[src/rtl/fetch_pc_seq.sv]
// Fetch-side PC sequencer: drives the fetch address stream, absorbs execute redirects
// and owns a direct-mapped BTB with 2-bit counters for next-PC prediction.
module fetch_pc_seq #(
    parameter int                          IADDR_SPACE_BITS  = 32,
    parameter logic [IADDR_SPACE_BITS-1:0] RESET_ADDR        = '0,
    parameter int                          BTB_ENTRIES       = 8,
    parameter bit                          BRANCH_PREDICTION = 1'b1
) (
    input  logic                        i_clk,
    input  logic                        i_reset,
    output logic                        o_req,
    output logic [IADDR_SPACE_BITS-1:0] o_addr,
    output logic                        o_branch_pred,
    input  logic                        i_ack,
    input  logic                        i_stall,
    input  logic                        i_pc_select,
    input  logic [IADDR_SPACE_BITS-1:0] i_pc_target,
    output logic                        o_flush,
    input  logic                        i_upd_valid,
    input  logic [IADDR_SPACE_BITS-1:0] i_upd_pc,
    input  logic [IADDR_SPACE_BITS-1:0] i_upd_target,
    input  logic                        i_upd_taken
);
    localparam int IAB   = IADDR_SPACE_BITS;
    localparam int IDX_W = $clog2(BTB_ENTRIES);
    localparam int TAG_W = IAB - IDX_W - 2;

    typedef enum logic [1:0] {S_RESET, S_RUN, S_HOLD, S_REDIRECT} state_t;

    state_t                  r_state;
    state_t                  w_next_state;
    logic [IAB-1:0]          r_pc;

    logic [BTB_ENTRIES-1:0]  r_btb_vld;
    logic [TAG_W-1:0]        r_btb_tag [BTB_ENTRIES];
    logic [IAB-1:0]          r_btb_tgt [BTB_ENTRIES];
    logic [1:0]              r_btb_ctr [BTB_ENTRIES];

    logic                    r_hold_vld;
    logic                    r_hold_pred;
    logic [IAB-1:0]          r_hold_tgt;

    logic [IDX_W-1:0]        w_idx;
    logic [TAG_W-1:0]        w_tag;
    logic                    w_lookup_pred;
    logic                    w_pred;
    logic [IAB-1:0]          w_tgt;
    logic [IAB-1:0]          w_pc_next;
    logic                    w_hold_capture;

    logic [IDX_W-1:0]        w_upd_idx;
    logic [TAG_W-1:0]        w_upd_tag;
    logic                    w_upd_hit;
    logic                    w_unused_bits;

    function automatic logic [1:0] ctr_inc(input logic [1:0] c);
        return (c == 2'b11) ? c : c + 2'b01;
    endfunction

    function automatic logic [1:0] ctr_dec(input logic [1:0] c);
        return (c == 2'b00) ? c : c - 2'b01;
    endfunction

    assign w_unused_bits = ^{i_upd_pc[1:0], i_pc_target[0]};

    // BTB lookup on the current fetch PC
    assign w_idx         = r_pc[IDX_W+1:2];
    assign w_tag         = r_pc[IAB-1:IDX_W+2];
    assign w_lookup_pred = BRANCH_PREDICTION && r_btb_vld[w_idx]
                           && (r_btb_tag[w_idx] == w_tag) && r_btb_ctr[w_idx][1];

    // A request waiting for i_ack keeps the prediction it was first presented with,
    // so BTB training during the wait cannot change o_branch_pred or the next PC.
    assign w_pred    = r_hold_vld ? r_hold_pred : w_lookup_pred;
    assign w_tgt     = r_hold_vld ? r_hold_tgt  : r_btb_tgt[w_idx];
    assign w_pc_next = w_pred ? w_tgt : r_pc + IAB'(4);

    assign w_hold_capture = (r_state == S_RUN) && !i_ack && !i_pc_select;

    assign w_upd_idx = i_upd_pc[IDX_W+1:2];
    assign w_upd_tag = i_upd_pc[IAB-1:IDX_W+2];
    assign w_upd_hit = r_btb_vld[w_upd_idx] && (r_btb_tag[w_upd_idx] == w_upd_tag);

    always_ff @(posedge i_clk or posedge i_reset) begin
        if (i_reset) begin
            r_state <= S_RESET;
        end else begin
            r_state <= w_next_state;
        end
    end

    always_comb begin
        w_next_state = r_state;
        if (i_pc_select) begin
            w_next_state = S_REDIRECT;
        end else begin
            case (r_state)
                S_RESET:    w_next_state = S_RUN;
                S_REDIRECT: w_next_state = S_RUN;
                S_RUN: begin
                    if (i_ack) begin
                        w_next_state = i_stall ? S_HOLD : S_RUN;
                    end
                end
                S_HOLD: begin
                    if (!i_stall) begin
                        w_next_state = S_RUN;
                    end
                end
                default:    w_next_state = S_RESET;
            endcase
        end
    end

    always_comb begin
        o_req         = (r_state == S_RUN);
        o_flush       = (r_state == S_REDIRECT);
        o_branch_pred = (r_state == S_RUN) && w_pred;
        o_addr        = r_pc;
    end

    always_ff @(posedge i_clk or posedge i_reset) begin
        if (i_reset) begin
            r_pc <= RESET_ADDR;
        end else if (i_pc_select) begin
            r_pc <= {i_pc_target[IAB-1:1], 1'b0};
        end else if ((r_state == S_RUN) && i_ack) begin
            r_pc <= w_pc_next;
        end
    end

    always_ff @(posedge i_clk or posedge i_reset) begin
        if (i_reset) begin
            r_hold_vld  <= 1'b0;
            r_hold_pred <= 1'b0;
        end else if (w_hold_capture) begin
            r_hold_vld  <= 1'b1;
            r_hold_pred <= w_pred;
        end else begin
            r_hold_vld  <= 1'b0;
        end
    end

    always_ff @(posedge i_clk) begin
        if (w_hold_capture) begin
            r_hold_tgt <= w_tgt;
        end
    end

    // BTB training; writes become visible to lookups on the following cycle
    always_ff @(posedge i_clk or posedge i_reset) begin
        if (i_reset) begin
            r_btb_vld <= '0;
        end else if (i_upd_valid && !w_upd_hit && i_upd_taken) begin
            r_btb_vld[w_upd_idx] <= 1'b1;
        end
    end

    always_ff @(posedge i_clk) begin
        if (i_upd_valid) begin
            if (w_upd_hit) begin
                r_btb_ctr[w_upd_idx] <= i_upd_taken ? ctr_inc(r_btb_ctr[w_upd_idx])
                                                    : ctr_dec(r_btb_ctr[w_upd_idx]);
                if (i_upd_taken) begin
                    r_btb_tgt[w_upd_idx] <= i_upd_target;
                end
            end else if (i_upd_taken) begin
                r_btb_tag[w_upd_idx] <= w_upd_tag;
                r_btb_tgt[w_upd_idx] <= i_upd_target;
                r_btb_ctr[w_upd_idx] <= 2'b10;
            end
        end
    end
endmodule
[config.mk]
export PLATFORM = sky130hd
export DESIGN_NAME = fetch_pc_seq
export DESIGN_NICKNAME = d
export VERILOG_FILES = /design/src/rtl/fetch_pc_seq.sv
export SDC_FILE = /design/constraint.sdc
export NUM_CORES = 1
export LEC_CHECK = 0
export BUFFER_PORTS_ARGS = -buffer_cell sky130_fd_sc_hd__buf_4
export CORE_ASPECT_RATIO = 0.7
export CORE_MARGIN = 2
export CORE_UTILIZATION = 40
export CTS_BUF_LIST = sky130_fd_sc_hd__clkbuf_8
export DETAILED_ROUTE_END_ITERATION = 10
export PLACE_DENSITY_LB_ADDON = 0.1
export SYNTH_ARGS = -nofsm -noshare
export SYNTH_HDL_FRONTEND = slang
export SYNTH_SLANG_ARGS = --single-unit
[constraint.sdc]
create_clock -name i_clk -period 9.2 [get_ports i_clk]
set_input_delay 1.84 -clock i_clk [delete_from_list [all_inputs] [get_ports i_clk]]
set_output_delay 1.84 -clock i_clk [all_outputs]
set_load 0.05 [all_outputs]
==> metrics.md <==
| Metric | Value |
|---|---|
| Per-cell routed wire length | 27.8 um |
| Cts hold-fix bufs | 0 |
| H-tree depth | 3 |
| Synthesized flop and latch total | 564 |
| Mapped Nets | 1678 |
| Post-Syn Instances | 1574 |
| Count of final hold-check violations | 0 |
| Drt drc | 0 |
| CTS buffer count | 91 |
| Cell area after synthesis | 0.0251 mm^2 |
| Clk buf depth | 3 |
| Yosys Warn Count | 0 |
| DR vias | 15.0k |
| Input/output buffers | 134 |
| Non-Filler Instances | 2632 |
| Leading cell type in the layout, fill and taps excluded | edfxtp_1 |
| Crit path required time | 7.36 ns |
| Leakage power | 0.00986 uW |
| Syn_area_per_cell | 15.9 um^2 |
| Vias in the first global route | 15.1k |
| Status | complete, no violations |
| Min cycle time layout | 7.10 ns |
| Met3 global-route usage | 0.0533 |
| Total track usage | 0.228 |
| Worst Max-Slew Pin Slew | 0.986 ns |
| Max transition margin | 0.343 |
| Slowest cell on the critical path | dfrtp_4 |
| Met2 Resource Use GR | 0.327 |
| Row cnt | 76 |
| Final period util | 0.772 |
| GP Congestion | 0.813 |
| Final Max Tran Viols | 0 |
| Initial Utilization | 0.406 |
| WL final | 73.1 mm |
| Placed Cells | 2461 |
| Vias per cell | 5.71 |
| Die width | 303 um |
| Final ANT Viol Nets | 0 |
| Initial DRC Count | 1718 |
| Worst Skew | 0.0394 ns |
| Synthesis-to-layout area growth | 14.7% |
| Share of cells above drive strength 1 | 0.250 |
| Worst Path Arrival | 5.26 ns |
| Largest net degree at the start of global routing | 118 |
| Reg2Reg Launch Point | o_addr[3]$_DFFE_PP0P_ |
| Startpoint types | register |
| # clock sinks | 564 |
| CP cell instances | buf_12 -> mux4_2 -> mux2i_1 -> xor2_1 -> nand2_1 -> nor4_1 -> nand4_1 -> nand2_2 -> and2_1 -> buf_4 |
| Core region area | 0.0618 mm^2 |
| Synth area leaders | edfxtp_1, mux4_2, mux2i_1 |
| Critical path origin | o_addr[3]$_DFFE_PP0P_ |
| Die height | 214 um |
| Post-CTS setup buffers | 0 |
| Most frequent cells in the layout | edfxtp_1, buf_4, mux2i_1 |
| Initial antenna violation count | 4 |
| Worst Hold Class | register to register |
| FMAX | 141 MHz |
| PwrDens | 204 mW/mm^2 |
| Worst-skew pair later-pin latency | 0.69 ns |
| Most Used Layer, Global Route | met1 |
| Io pins | 138 |
| Clk pin slew, worst setup/hold paths | 0.06 ns |
| Synth Flop Type | edfxtp_1 |
| Final setup fails | 0 |
| Clk root buf | clkbuf_8 |
| Critical Path Max Stage Delay | 0.89 ns |
| CP max FO | 117 |
| Post-layout nets | 1839 |
| Share of flip-flops with an asynchronous set or reset | 0.0780 |
| Max Cap Violations | 0 |
| RSZ-0062 raised after global routing | false |
| Yosys top cell by area | edfxtp_1 |
| CTS tree | yes |
| Die area | 0.0648 mm^2 |
| Post-synth EDFFs | 520 |
| DP HPWL | 44.5 mm |
| Seq/Total Area, Yosys | 0.666 |
| Hold_sp | r_btb_vld[5]$_DFFE_PP0P_ |
| Router iterations before antenna repair | 5 |
| Util after Layout | 0.466 |
| Crit Path Class | register to primary output |
| Synth top area share | 0.622 |
| CP Capture Type | primary output |
| Global-route wire length before repair | 105 mm |
| Met1 usage in global routing | 0.345 |
| GRT overflow | 0 |
| Yosys cell types | 58 |
| Setup TNS | 0 ns |
| Post_cts resized | 0 |
| VDD IR max | 85.5 uV |
-- path summary, 6_finish.rpt --
path,end,slack (ns),cells past startpoint
max,o_branch_pred,2.10,10
min,r_btb_vld[5]$_DFFE_PP0P_,0.49,2
max reg2reg,o_addr[16]$_DFFE_PP0P_,3.58,11
min reg2reg,r_btb_vld[5]$_DFFE_PP0P_,0.49,2
max in group asynchronous,o_addr[2]$_DFFE_PP0P_,7.28,3
min in group asynchronous,o_addr[22]$_DFFE_PP0P_,1.34,3
-- power breakdown --
group / internal [uW] / total, uW / switching [uW]
Combinational: 325 / 825 / 500
Sequential: 2890 / 2980 / 88.5
Clock: 1030 / 2060 / 1030
Total: 4240 / 5860 / 1620
-- sequential cells by signal, indices dropped and copies added, names as in the netlist --
register	cells
o_addr	32
r_btb_ctr	16
r_btb_tag	216
r_btb_tgt	256
r_btb_vld	8
r_hold_pred	1
r_hold_tgt	32
r_hold_vld	1
r_state	2
-- worst max-delay path, delay by kind of cell (launching register included) --
| kind | cells | cell delay (ns) |
|---|---|---|
| flip-flops | 1 | 0.89 |
| buffers and inverters | 2 | 0.89 |
| XOR/XNOR | 1 | 0.20 |
| AND/OR/NAND/NOR | 5 | 1.39 |
| multiplexers | 2 | 1.15 |
-- through the flow --
step | cell area, um^2 | setup WS, ns | total power (uW) | hold slack (ns)
5_1_grt | 28800 | 1.85 | 6110 | 0.528
2_1_floorplan | 25100 | 2.90 | 3520 | 0.454
6_report | 28800 | 2.10 | 5860 | 0.492
3_3_place_gp | 27100 | 2.18 | 3850 | 0.481
3_5_place_dp | 27100 | 2.14 | 3850 | 0.475
4_1_cts | 28800 | 2.00 | 5930 | 0.491
-- cell usage after synthesis (10+ instances only) --
cell,number
a21oi_1,48
a221oi_1,22
a22o_1,17
a22oi_1,34
and3_1,17
buf_2,41
clkbuf_1,48
dfrtp_1,44
edfxtp_1,520
inv_1,14
mux2_2,31
mux2i_1,152
mux4_2,108
nand2_1,93
nand3_1,23
nand4_1,13
nor2_1,72
nor2b_1,10
nor3_1,17
nor4_1,11
o21ai_0,67
xnor2_1,33
xor2_1,24
-- layer usage --
metal  vias to the layer above  wire (um)
met2                       540      31400
met5                         -         13
met3                       110       5300
met4                         2       1630
li1                       6628          -
met1                      7760      34800
-- final cells by class --
cell class | count | area, um^2
Clock inverter | 72 | 384
Multi-Input combinational cell | 889 | 7960
Tap cell | 819 | 1020
Timing Repair Buffer | 173 | 1310
Sequential cell | 564 | 16700
Clock buffer | 96 | 1320
Antenna cell | 3 | 7.51
Fill cell | 5471 | 33000
Inverter | 16 | 60.1
-- logic make-up after synthesis --
group	synth area share
adders and majority gates	0.000897
muxes	0.171
and+or+nand+nor	0.0531
xor gates and xnor gates	0.0199
buffers and inverters	0.0218
AOI/OAI and AO/OA	0.0670
DFF	0.666
Note: power is estimated with default switching activity, not from simulation.
